**config.mk**
```make
export PLATFORM = sky130hd
export DESIGN_NAME = spi_ram_slave_p
export DESIGN_NICKNAME = d
export VERILOG_FILES = /design/src/rtl/spi_ram_pkg.sv /design/src/rtl/spi_ram_mem.sv /design/src/rtl/spi_ram_slave_p.sv
export SDC_FILE = /design/constraint.sdc
export NUM_CORES = 2
export LEC_CHECK = 0
export ABC_AREA = 1
export BUFFER_PORTS_ARGS = -buffer_cell sky130_fd_sc_hd__buf_2
export CORE_UTILIZATION = 35
export DETAILED_ROUTE_END_ITERATION = 7
export PLACE_DENSITY_LB_ADDON = 0.25
export SYNTH_ARGS = -nofsm -noshare
export SYNTH_HDL_FRONTEND = slang
export SYNTH_SLANG_ARGS = --single-unit
```
**constraint.sdc**
```tcl
create_clock -name clk -period 5.5 [get_ports clk]
set_clock_uncertainty 0.05 [all_clocks]
set_input_delay 1.375 -clock clk [delete_from_list [all_inputs] [get_ports clk]]
set_output_delay 1.375 -clock clk [all_outputs]
set_load 0.05 [all_outputs]
```
**src/rtl/spi_ram_pkg.sv**
```systemverilog
// Shared definitions for the SPI RAM slave: command codes, FSM state encoding, frame width.
package spi_ram_pkg;

  localparam logic [1:0] CMD_WR_ADDR = 2'b00;
  localparam logic [1:0] CMD_WR_DATA = 2'b01;
  localparam logic [1:0] CMD_RD_ADDR = 2'b10;
  localparam logic [1:0] CMD_RD_DATA = 2'b11;

  typedef logic [2:0] state_t;

  localparam state_t StIdle     = 3'd0;
  localparam state_t StChkCmd   = 3'd1;
  localparam state_t StWrite    = 3'd2;
  localparam state_t StReadAdd  = 3'd3;
  localparam state_t StReadData = 3'd4;

  // A frame is a 2-bit command followed by a DATA_WIDTH payload.
  function automatic int unsigned FW(input int unsigned data_width);
    return data_width + 2;
  endfunction

endpackage

```
**src/rtl/spi_ram_mem.sv**
```systemverilog
// Single-port synchronous RAM with registered read (1-cycle latency); contents are not reset.
module spi_ram_mem #(
  parameter int unsigned DATA_WIDTH = 8,
  parameter int unsigned ADDR_WIDTH = 8,
  parameter int unsigned MEM_DEPTH  = 256
) (
  input  logic                  clk_i,
  input  logic                  we_i,
  input  logic                  re_i,
  input  logic [ADDR_WIDTH-1:0] addr_i,
  input  logic [DATA_WIDTH-1:0] wdata_i,
  output logic [DATA_WIDTH-1:0] rdata_o
);

  logic [DATA_WIDTH-1:0] mem_q [MEM_DEPTH];
  logic [DATA_WIDTH-1:0] rdata_q;

  always_ff @(posedge clk_i) begin
    if (we_i) begin
      mem_q[addr_i] <= wdata_i;
    end
    if (re_i) begin
      rdata_q <= mem_q[addr_i];
    end
  end

  assign rdata_o = rdata_q;

endmodule

```
**src/rtl/spi_ram_slave_p.sv**
```systemverilog
// SPI slave fronting an on-chip RAM: frame shifter, command decode, address counters and
// MISO serializer. The SPI bit clock is the system clock.
module spi_ram_slave_p
  import spi_ram_pkg::*;
#(
  parameter int unsigned DATA_WIDTH = 8,
  parameter int unsigned ADDR_WIDTH = 8,
  parameter int unsigned MEM_DEPTH  = 256,
  parameter int unsigned AUTO_INC   = 0
) (
  input  logic clk,
  input  logic rst,
  input  logic SS_n,
  input  logic MOSI,
  output logic MISO,
  output logic busy,
  output logic frame_err
);

  localparam int unsigned FrameW  = FW(DATA_WIDTH);
  localparam int unsigned BitCntW = $clog2(FrameW + 1);
  localparam int unsigned OutCntW = $clog2(DATA_WIDTH + 1);

  state_t                state_q, state_d;
  logic [FrameW-1:0]     frame_q, frame_d;
  logic [BitCntW-1:0]    bit_cnt_q, bit_cnt_d;
  logic                  done_q, done_d;
  logic [ADDR_WIDTH-1:0] wr_addr_q, wr_addr_d;
  logic [ADDR_WIDTH-1:0] rd_addr_q, rd_addr_d;
  logic                  rd_addr_valid_q, rd_addr_valid_d;
  logic                  rd_pend_q, rd_pend_d;
  logic                  out_active_q, out_active_d;
  logic [DATA_WIDTH-1:0] out_sr_q, out_sr_d;
  logic [OutCntW-1:0]    out_cnt_q, out_cnt_d;
  logic                  miso_q, miso_d;
  logic                  frame_err_q, frame_err_d;

  logic [1:0]            cmd;
  logic [DATA_WIDTH-1:0] payload;
  logic [ADDR_WIDTH-1:0] pay_addr, rd_addr_inc, wr_addr_inc;
  logic                  addr_ok, legal;
  logic                  mem_we, mem_re;
  logic [ADDR_WIDTH-1:0] mem_addr;
  logic [DATA_WIDTH-1:0] mem_rdata;

  function automatic logic [ADDR_WIDTH-1:0] addr_inc(input logic [ADDR_WIDTH-1:0] a);
    return (32'(a) == MEM_DEPTH - 1) ? '0 : a + ADDR_WIDTH'(1);
  endfunction

  assign cmd         = frame_q[FrameW-1 -: 2];
  assign payload     = frame_q[DATA_WIDTH-1:0];
  assign pay_addr    = payload[ADDR_WIDTH-1:0];
  assign addr_ok     = 32'(pay_addr) < MEM_DEPTH;
  assign rd_addr_inc = addr_inc(rd_addr_q);
  assign wr_addr_inc = addr_inc(wr_addr_q);

  // Commands with cmd[0]=0 carry an address in the payload and must be range-checked.
  assign legal = ((state_q == StWrite    && !cmd[1]) ||
                  (state_q == StReadAdd  && cmd == CMD_RD_ADDR) ||
                  (state_q == StReadData && cmd == CMD_RD_DATA)) && (cmd[0] || addr_ok);

  always_comb begin
    state_d         = state_q;
    frame_d         = frame_q;
    bit_cnt_d       = bit_cnt_q;
    done_d          = done_q;
    wr_addr_d       = wr_addr_q;
    rd_addr_d       = rd_addr_q;
    rd_addr_valid_d = rd_addr_valid_q;
    rd_pend_d       = 1'b0;
    out_active_d    = out_active_q;
    out_sr_d        = out_sr_q;
    out_cnt_d       = out_cnt_q;
    miso_d          = miso_q;
    frame_err_d     = 1'b0;
    mem_we          = 1'b0;
    mem_re          = 1'b0;
    mem_addr        = wr_addr_q;

    if (state_q != StIdle && SS_n) begin
      state_d      = StIdle;
      miso_d       = 1'b0;
      out_active_d = 1'b0;
    end else begin
      case (state_q)
        StIdle: begin
          if (!SS_n) begin
            state_d      = StChkCmd;
            bit_cnt_d    = '0;
            done_d       = 1'b0;
            out_active_d = 1'b0;
            miso_d       = 1'b0;
          end
        end
        StChkCmd: state_d = !MOSI ? StWrite : (rd_addr_valid_q ? StReadData : StReadAdd);
        StWrite, StReadAdd, StReadData: begin
          if (!done_q) begin
            if (bit_cnt_q != BitCntW'(FrameW)) begin
              frame_d   = {frame_q[FrameW-2:0], MOSI};
              bit_cnt_d = bit_cnt_q + BitCntW'(1);
            end else begin
              done_d = 1'b1;
              if (!legal) begin
                frame_err_d = 1'b1;
              end else begin
                case (cmd)
                  CMD_WR_ADDR: wr_addr_d = pay_addr;
                  CMD_WR_DATA: begin
                    mem_we = 1'b1;
                    if (AUTO_INC != 0) wr_addr_d = wr_addr_inc;
                  end
                  CMD_RD_ADDR: begin
                    rd_addr_d       = pay_addr;
                    rd_addr_valid_d = 1'b1;
                  end
                  default: begin
                    mem_re    = 1'b1;
                    mem_addr  = rd_addr_q;
                    rd_pend_d = 1'b1;
                  end
                endcase
              end
            end
          end else if (rd_pend_q) begin
            miso_d       = mem_rdata[DATA_WIDTH-1];
            out_sr_d     = mem_rdata << 1;
            out_cnt_d    = OutCntW'(DATA_WIDTH - 1);
            out_active_d = 1'b1;
          end else if (out_active_q) begin
            if (out_cnt_q != '0) begin
              miso_d    = out_sr_q[DATA_WIDTH-1];
              out_sr_d  = out_sr_q << 1;
              out_cnt_d = out_cnt_q - OutCntW'(1);
            end else begin
              // LSB done: MISO idles for one cycle while the next word (if any) is fetched.
              miso_d       = 1'b0;
              out_active_d = 1'b0;
              if (AUTO_INC != 0) begin
                rd_addr_d = rd_addr_inc;
                mem_re    = 1'b1;
                mem_addr  = rd_addr_inc;
                rd_pend_d = 1'b1;
              end else begin
                rd_addr_valid_d = 1'b0;
              end
            end
          end
        end
        default: state_d = StIdle;
      endcase
    end
  end

  always_ff @(posedge clk) begin
    if (rst) begin
      state_q         <= StIdle;
      frame_q         <= '0;
      bit_cnt_q       <= '0;
      done_q          <= 1'b0;
      wr_addr_q       <= '0;
      rd_addr_q       <= '0;
      rd_addr_valid_q <= 1'b0;
      rd_pend_q       <= 1'b0;
      out_active_q    <= 1'b0;
      out_sr_q        <= '0;
      out_cnt_q       <= '0;
      miso_q          <= 1'b0;
      frame_err_q     <= 1'b0;
    end else begin
      state_q         <= state_d;
      frame_q         <= frame_d;
      bit_cnt_q       <= bit_cnt_d;
      done_q          <= done_d;
      wr_addr_q       <= wr_addr_d;
      rd_addr_q       <= rd_addr_d;
      rd_addr_valid_q <= rd_addr_valid_d;
      rd_pend_q       <= rd_pend_d;
      out_active_q    <= out_active_d;
      out_sr_q        <= out_sr_d;
      out_cnt_q       <= out_cnt_d;
      miso_q          <= miso_d;
      frame_err_q     <= frame_err_d;
    end
  end

  spi_ram_mem #(
    .DATA_WIDTH(DATA_WIDTH),
    .ADDR_WIDTH(ADDR_WIDTH),
    .MEM_DEPTH (MEM_DEPTH)
  ) u_mem (
    .clk_i  (clk),
    .we_i   (mem_we),
    .re_i   (mem_re),
    .addr_i (mem_addr),
    .wdata_i(payload),
    .rdata_o(mem_rdata)
  );

  assign MISO      = miso_q;
  assign busy      = state_q != StIdle;
  assign frame_err = frame_err_q;

endmodule

```
## Word level (Yosys, flattened, before mapping)

Memory sizes are Yosys's and may differ from the RTL's. A register that Yosys moved wholly into a read port is not among the register bits.
Cells that the tools add are included.

- Flip-flop bits (word level): 51
- RAM bits: 2048
- Input port bits: 4
- Output and inout bits: 3
- Logic and storage cells: 123
- Memories: 1

Memories:

| memory | depth | bits a word | rd ports | clocked after Yosys merged registers in | write ports | RTL line | source |
|---|---|---|---|---|---|---|---|
| u_mem.mem_q | 256 | 8 | 1 | 1 | 1 | spi_ram_mem.sv:15 | `logic [DATA_WIDTH-1:0] mem_q [MEM_DEPTH];` |

- Add/subtract/negate cells: 2
- Equal/unequal tests: 17
- Multiplexer cells: 56
- Bitwise gates (word level): 4
- Reduce and logical (&&, ||, !) cells: 30

Operator list:

| operator | count |
|---|---|
| $mux 8 | 9 |
| $mux 1 | 33 |
| $mux 4 | 6 |
| $ne 2x2->1 const B | 7 |
| $reduce_and 6->1 | 2 |
| $reduce_and 5->1 | 2 |
| $reduce_bool 2->1 | 5 |
| $mux 3 | 3 |
| $pmux 3 s3 | 1 |
| $pmux 4 s2 | 1 |
| $reduce_and 4->1 | 2 |
| $reduce_and 8->1 | 1 |
| $eq 3x2->1 const B | 2 |
| $pmux 1 s2 | 3 |
| $reduce_and 3->1 | 2 |
| $reduce_or 3->1 | 2 |
| $reduce_or 5->1 | 1 |
| $add 4x1->4 const B | 1 |
| $eq 2x2->1 const B | 2 |
| $logic_and 1x1->1 | 4 |
| $ne 4x4->1 const B | 1 |
| $not 1->1 | 4 |
| $reduce_bool 4->1 | 1 |
| $sub 4x1->4 const B | 1 |
| 12 further kinds | 13 |

## Depth between registers and ports, before layout

- Depth after elaboration: 11
- Gate-level depth with buffers: 24
- Depth with buffers taken out: 21

## Hierarchy

A second synthesis with hierarchy kept.

- Cells, all modules: 8419
- Area total of the unflattened synthesis: 87622.8 sq um

Modules (own cells, without submodules):

| module | times used | cells each | area each (sq um) | sequential area each (sq um) |
|---|---|---|---|---|
| spi_ram_mem | 1 | 8021 | 84936.5 | 61739.2 |
| spi_ram_slave_p | 1 | 398 | 2686.3 | 1001.0 |

## Worst setup path before layout

Ideal clock, no wire load.

- Path type: reg2reg
- Start: register frame_q[0]
- End: memory u_mem.mem_q[0][0] (data pin)
- Setup time: 0.858 ns
- Arrival: 3.409 ns
- Required time: 4.592 ns
- Slack: 1.183 ns
- Cell stages (with the launch flop): 1
- Path buffers: 0
- Period minus slack after synthesis: 4.317 ns
- Path through: dfxtp_1

RTL lines:

| element | RTL line | source |
|---|---|---|
| start: declaration | spi_ram_slave_p.sv:25 | `logic [FrameW-1:0] frame_q, frame_d;` |
| start signal: assignment | spi_ram_slave_p.sv:171 | `frame_q <= frame_d;` |
| end: declaration | spi_ram_mem.sv:15 |  |

Straight into the memory's write port.

## Worst setup path after layout

- Start: register state_q[0]
- End: register u_mem.rdata_q[5], in the netlist u_mem.rdata_o[5] (read register of u_mem.mem_q) (data pin)

- Word-level cells in the longest chain between the ends: 9
- Elaborated cells on any way between the ends: 21
- Those cells by class: eq/ne (3); mux (10); reduce/logical (8)

RTL lines:

| element | RTL line | source |
|---|---|---|
| start: declaration | spi_ram_slave_p.sv:24 | `state_t state_q, state_d;` |
| start signal: assignment | spi_ram_slave_p.sv:156 | `state_q <= StIdle;` |
| start signal: assignment | spi_ram_slave_p.sv:170 | `state_q <= state_d;` |
| $eq 3x2->1, on equally long branches | spi_ram_slave_p.sv:58, spi_ram_slave_p.sv:85, spi_ram_slave_p.sv:59 |  |
| $logic_and 1x1->1, on equally long branches | spi_ram_slave_p.sv:58, spi_ram_slave_p.sv:59 |  |
| $logic_or 1x1->1 | spi_ram_slave_p.sv:58 | `assign legal = ((state_q == StWrite && !cmd[1]) \|\|` |
| $logic_or 1x1->1 | spi_ram_slave_p.sv:59 | `(state_q == StReadAdd && cmd == CMD_RD_ADDR) \|\|` |
| $mux 8 / $mux 1 (equally long branches) | spi_ram_slave_p.sv:103 | `if (!legal) begin` |
| $mux 8 / $mux 1 (equally long branches) | spi_ram_slave_p.sv:98 | `if (bit_cnt_q != BitCntW'(FrameW)) begin` |
| $mux 8 / $mux 1 (equally long branches) | spi_ram_slave_p.sv:97 | `if (!done_q) begin` |
| $mux 8 / $mux 1 (equally long branches) (2 in series) | -- |  |
| end: declaration | spi_ram_mem.sv:16 | `logic [DATA_WIDTH-1:0] rdata_q;` |

Several ways; a longest one is shown, not always the timed one.
A chain may end at the register's enable or synchronous reset.

==> results by group <==
Final layout
  – Layout area overhead: 15.3%
  – Final core occ: 40.8%
  – Nets: 8748
  – Ratio of cells with drive above 1 in the final layout: 9.35%
  – Fillcell total: 24000

Floorplanning
  – Die Y: 504 um
  – Floorplan row count: about 180
  – Io pins: 7
  – Die area: roughly 0.25 sq mm
  – Placeable core area: approximately 0.25 sq mm
  – Die W: 504 um
  – Starting Density: 35.4%

Clock tree
  – CTS tree: built
  – Clk slew on worst S/H paths: 0.06 ns
  – Clock tree buffer depth: 3
  – Clock Latency Late Sink: 0.89 ns
  – Clk root buf: clkbuf_16
  – Post-CTS setup buffer count: 0
  – CTS Buf Count: ~220
  – Clock sinks: around 2100
  – Cts repair resizes: 0
  – Cts hold-fix bufs: 0
  – H-Tree Depth: 4

Setup path
  – Crit Path Category: flip-flop to flip-flop
  – Startpoint Class: flip-flop
  – Crit end category: flip-flop
  – Worst EP arrival: between 5 and 6 ns
  – CP required: 6.07 ns
  – Crit Path Max Fanout: 87

Place
  – Detailed placement HPWL: 149000 um
  – Routability cong.: 0.843
  – # port buffers: 6

Synthesis
  – Post-synthesis cell count: ~8500
  – Syn Std Cell Area: a little under 0.09 sq mm
  – Register area share after synthesis: 71.1%
  – Post-synth top area cell: edfxtp_1
  – Synth cell count leaders: nand2_1, edfxtp_1, nand3_1
  – Ranking of synthesized cells by area: edfxtp_1, nand2_1, nand3_1, buf_2, nor2_1
  – Mapped Nets: 8533
  – Async SR Flop Fraction: 0%
  – Post-synth EDFFs: 2056
  – Most common cell in the netlist: nand2_1
  – Flops & latches, synth: roughly 2100
  – Top FF cell, synth: edfxtp_1
  – Distinct cells, synth: 37
  – Mapped Avg Cell Area: 10.4 sq um
  – Ys Warns: 0
  – Top cell type's share of synthesized area: 69.9%

Global route
  – Grt total ovfl: 0
  – M3 GR Usage: 2.85%
  – Largest net degree at the start of global routing: 145
  – First-pass GRT wire length: approximately 380000 um
  – Initial antenna violation count: 10
  – Global route hottest layer: met2
  – M1 GR Usage: a little over a quarter
  – Vias in the first global route: 59200
  – Gr usage total: roughly a fifth
  – Met2 Use GR: 31.9%

STA
  – Unrepaired setup endpoints after global routing: false
  – Slew headroom: 24.1%
  – Final Hold Viols: 0
  – Tcrit/Tclk final: 86.6%
  – Slew @ Worst Pin: 1.13 ns
  – Fmax: 0.210 GHz
  – Max Slew Vio Count: 0
  – Final number of setup-violating endpoints: 0
  – Post-layout min period: 4.76 ns

Outcome
  – Status: finished, final reports clean

Route
  – Final wirelength: 255000 um
  – # DRC: 0
  – Final antenna-violating net count: 0
  – Pre-antenna DRT Iters: 5
  – Post-DR vias/cell: 4.92
  – Via count: 60400
  – Routed length per placed instance: between 20 and 25 um
  – Initial DRC count: approximately 6100

Power and ir drop
  – Power density over cell area: 339 mW/mm^2
  – Worst IR Drop VDD: 0.273 mV
  – Pleak: between 40 and 50 nW
  – Total Power: 0.0345 W

Hold path
  – Hold WC Path Type: flip-flop to flip-flop

Run
  – # Max-Cap Violations: 0
## path summary, 6_finish.rpt
kind	startpoint	end	slack (ns)	depth (start not counted)
max	state_q[0]$_SDFFE_PP0P_	u_mem.rdata_o[5]$_DFFE_PP_	0.74	21
min	out_cnt_q[0]$_SDFFE_PP0P_	out_cnt_q[0]$_SDFFE_PP0P_	0.41	1
max reg2reg	state_q[0]$_SDFFE_PP0P_	u_mem.rdata_o[5]$_DFFE_PP_	0.74	21
min reg2reg	out_cnt_q[0]$_SDFFE_PP0P_	out_cnt_q[0]$_SDFFE_PP0P_	0.41	1
## flip-flops by register name, indices dropped and copies added, names as in the netlist, 3 cells and up
name and count:
rd_addr_q 8, out_cnt_q 4, state_q 3, u_mem.rdata_o 8, wr_addr_q 8, out_sr_q 7
bit_cnt_q 4, u_mem.mem_q 2048, frame_q 10
## power breakdown
| part | leakage [nW] | switching (W) | internal [W] |
|---|---|---|---|
| Clock | 3.50 | 0.00639 | 0.00840 |
| Combinational | 17.7 | 0.00105 | 0.000125 |
| Sequential | 19.5 | 0.000211 | 0.0183 |
| Total | 40.7 | 0.00765 | 0.0268 |
## final cells by class
class	count	area, sq um	share of cell area, %
clock inverters	143	1350	1.32
repair buffers	454	4130	4.06
well taps	3330	4170	4.09
inverters	51	199	0.196
clock buffers	273	5810	5.71
flip-flops and latches	2106	62800	61.7
multi-input cells	5906	23300	22.9
diodes	6	15.0	0.0148
## per-layer routing
metal / vias up / wire [um]
li1: 28600 / -
met1: 29500 / 112000
met2: 1950 / 119000
met3: 348 / 16600
met4: 2 / 6990
met5: - / 13
## cell usage in the layout, fill, tap and decap left out, types with 3 or more instances in the layout
master	n
nor3_1	5
nand2_2	20
nor3_2	4
clkbuf_1	47
inv_16	4
o21ai_0	151
inv_1	44
edfxtp_1	2056
nand3_1	442
nand3_2	4
clkinvlp_4	8
clkinv_8	6
clkbuf_16	224
a31oi_1	7
bufinv_16	19
buf_2	6
inv_2	6
nand2_1	4821
buf_12	59
diode_2	6
dfxtp_1	42
dfxtp_4	8
inv_6	3
nor2_4	9
nor2_1	367
clkinv_1	48
a21oi_1	35
o21ai_1	17
ha_1	3
buf_4	389
clkinv_2	51
## critical path: stages (launching register included)
cell and delay (ns):
dfxtp_1 0.35, nor2_4 0.17, nand2_2 0.09, nand2_4 0.12, nand3_2 0.12, inv_2 0.09
nand4_2 0.30, nand2_2 0.35, nand2_8 0.30, buf_12 0.33, nand2_1 0.12, nand2_1 0.06
nand2_1 0.10, nand2_1 0.06, nand2_1 0.05, nand2_1 0.09, o21ai_0 0.69, nand2_1 0.34
nor2_1 0.19, nor2_1 0.08, nor2_1 0.23, nand2_1 0.08
## kinds of logic after synthesis
logic type	Yosys count	share of synthesized area, %
AOI/OAI and AO/OA	217	1.27
xor gates and xnor gates	1	0.00992
and+or+nand+nor	5685	24.9
adders and majority gates	3	0.0425
buffers and inverters	514	2.65
DFF	2106	71.1
## through the flow
stage          cells  area (sq um)  setup slack (ns)  hold slack [ns]  TNS (ns)
2_1_floorplan   8526         88300              1.18            0.376         0
3_3_place_gp   11800         94600            0.0285            0.397         0
3_5_place_dp   11800         94600          -0.00716            0.398  -0.00716
4_1_cts        12300        102000             0.828            0.405         0
5_1_grt        12300        102000             0.586            0.444         0
6_report       12300        102000             0.739            0.407         0
(Power assumes the default switching activity.)
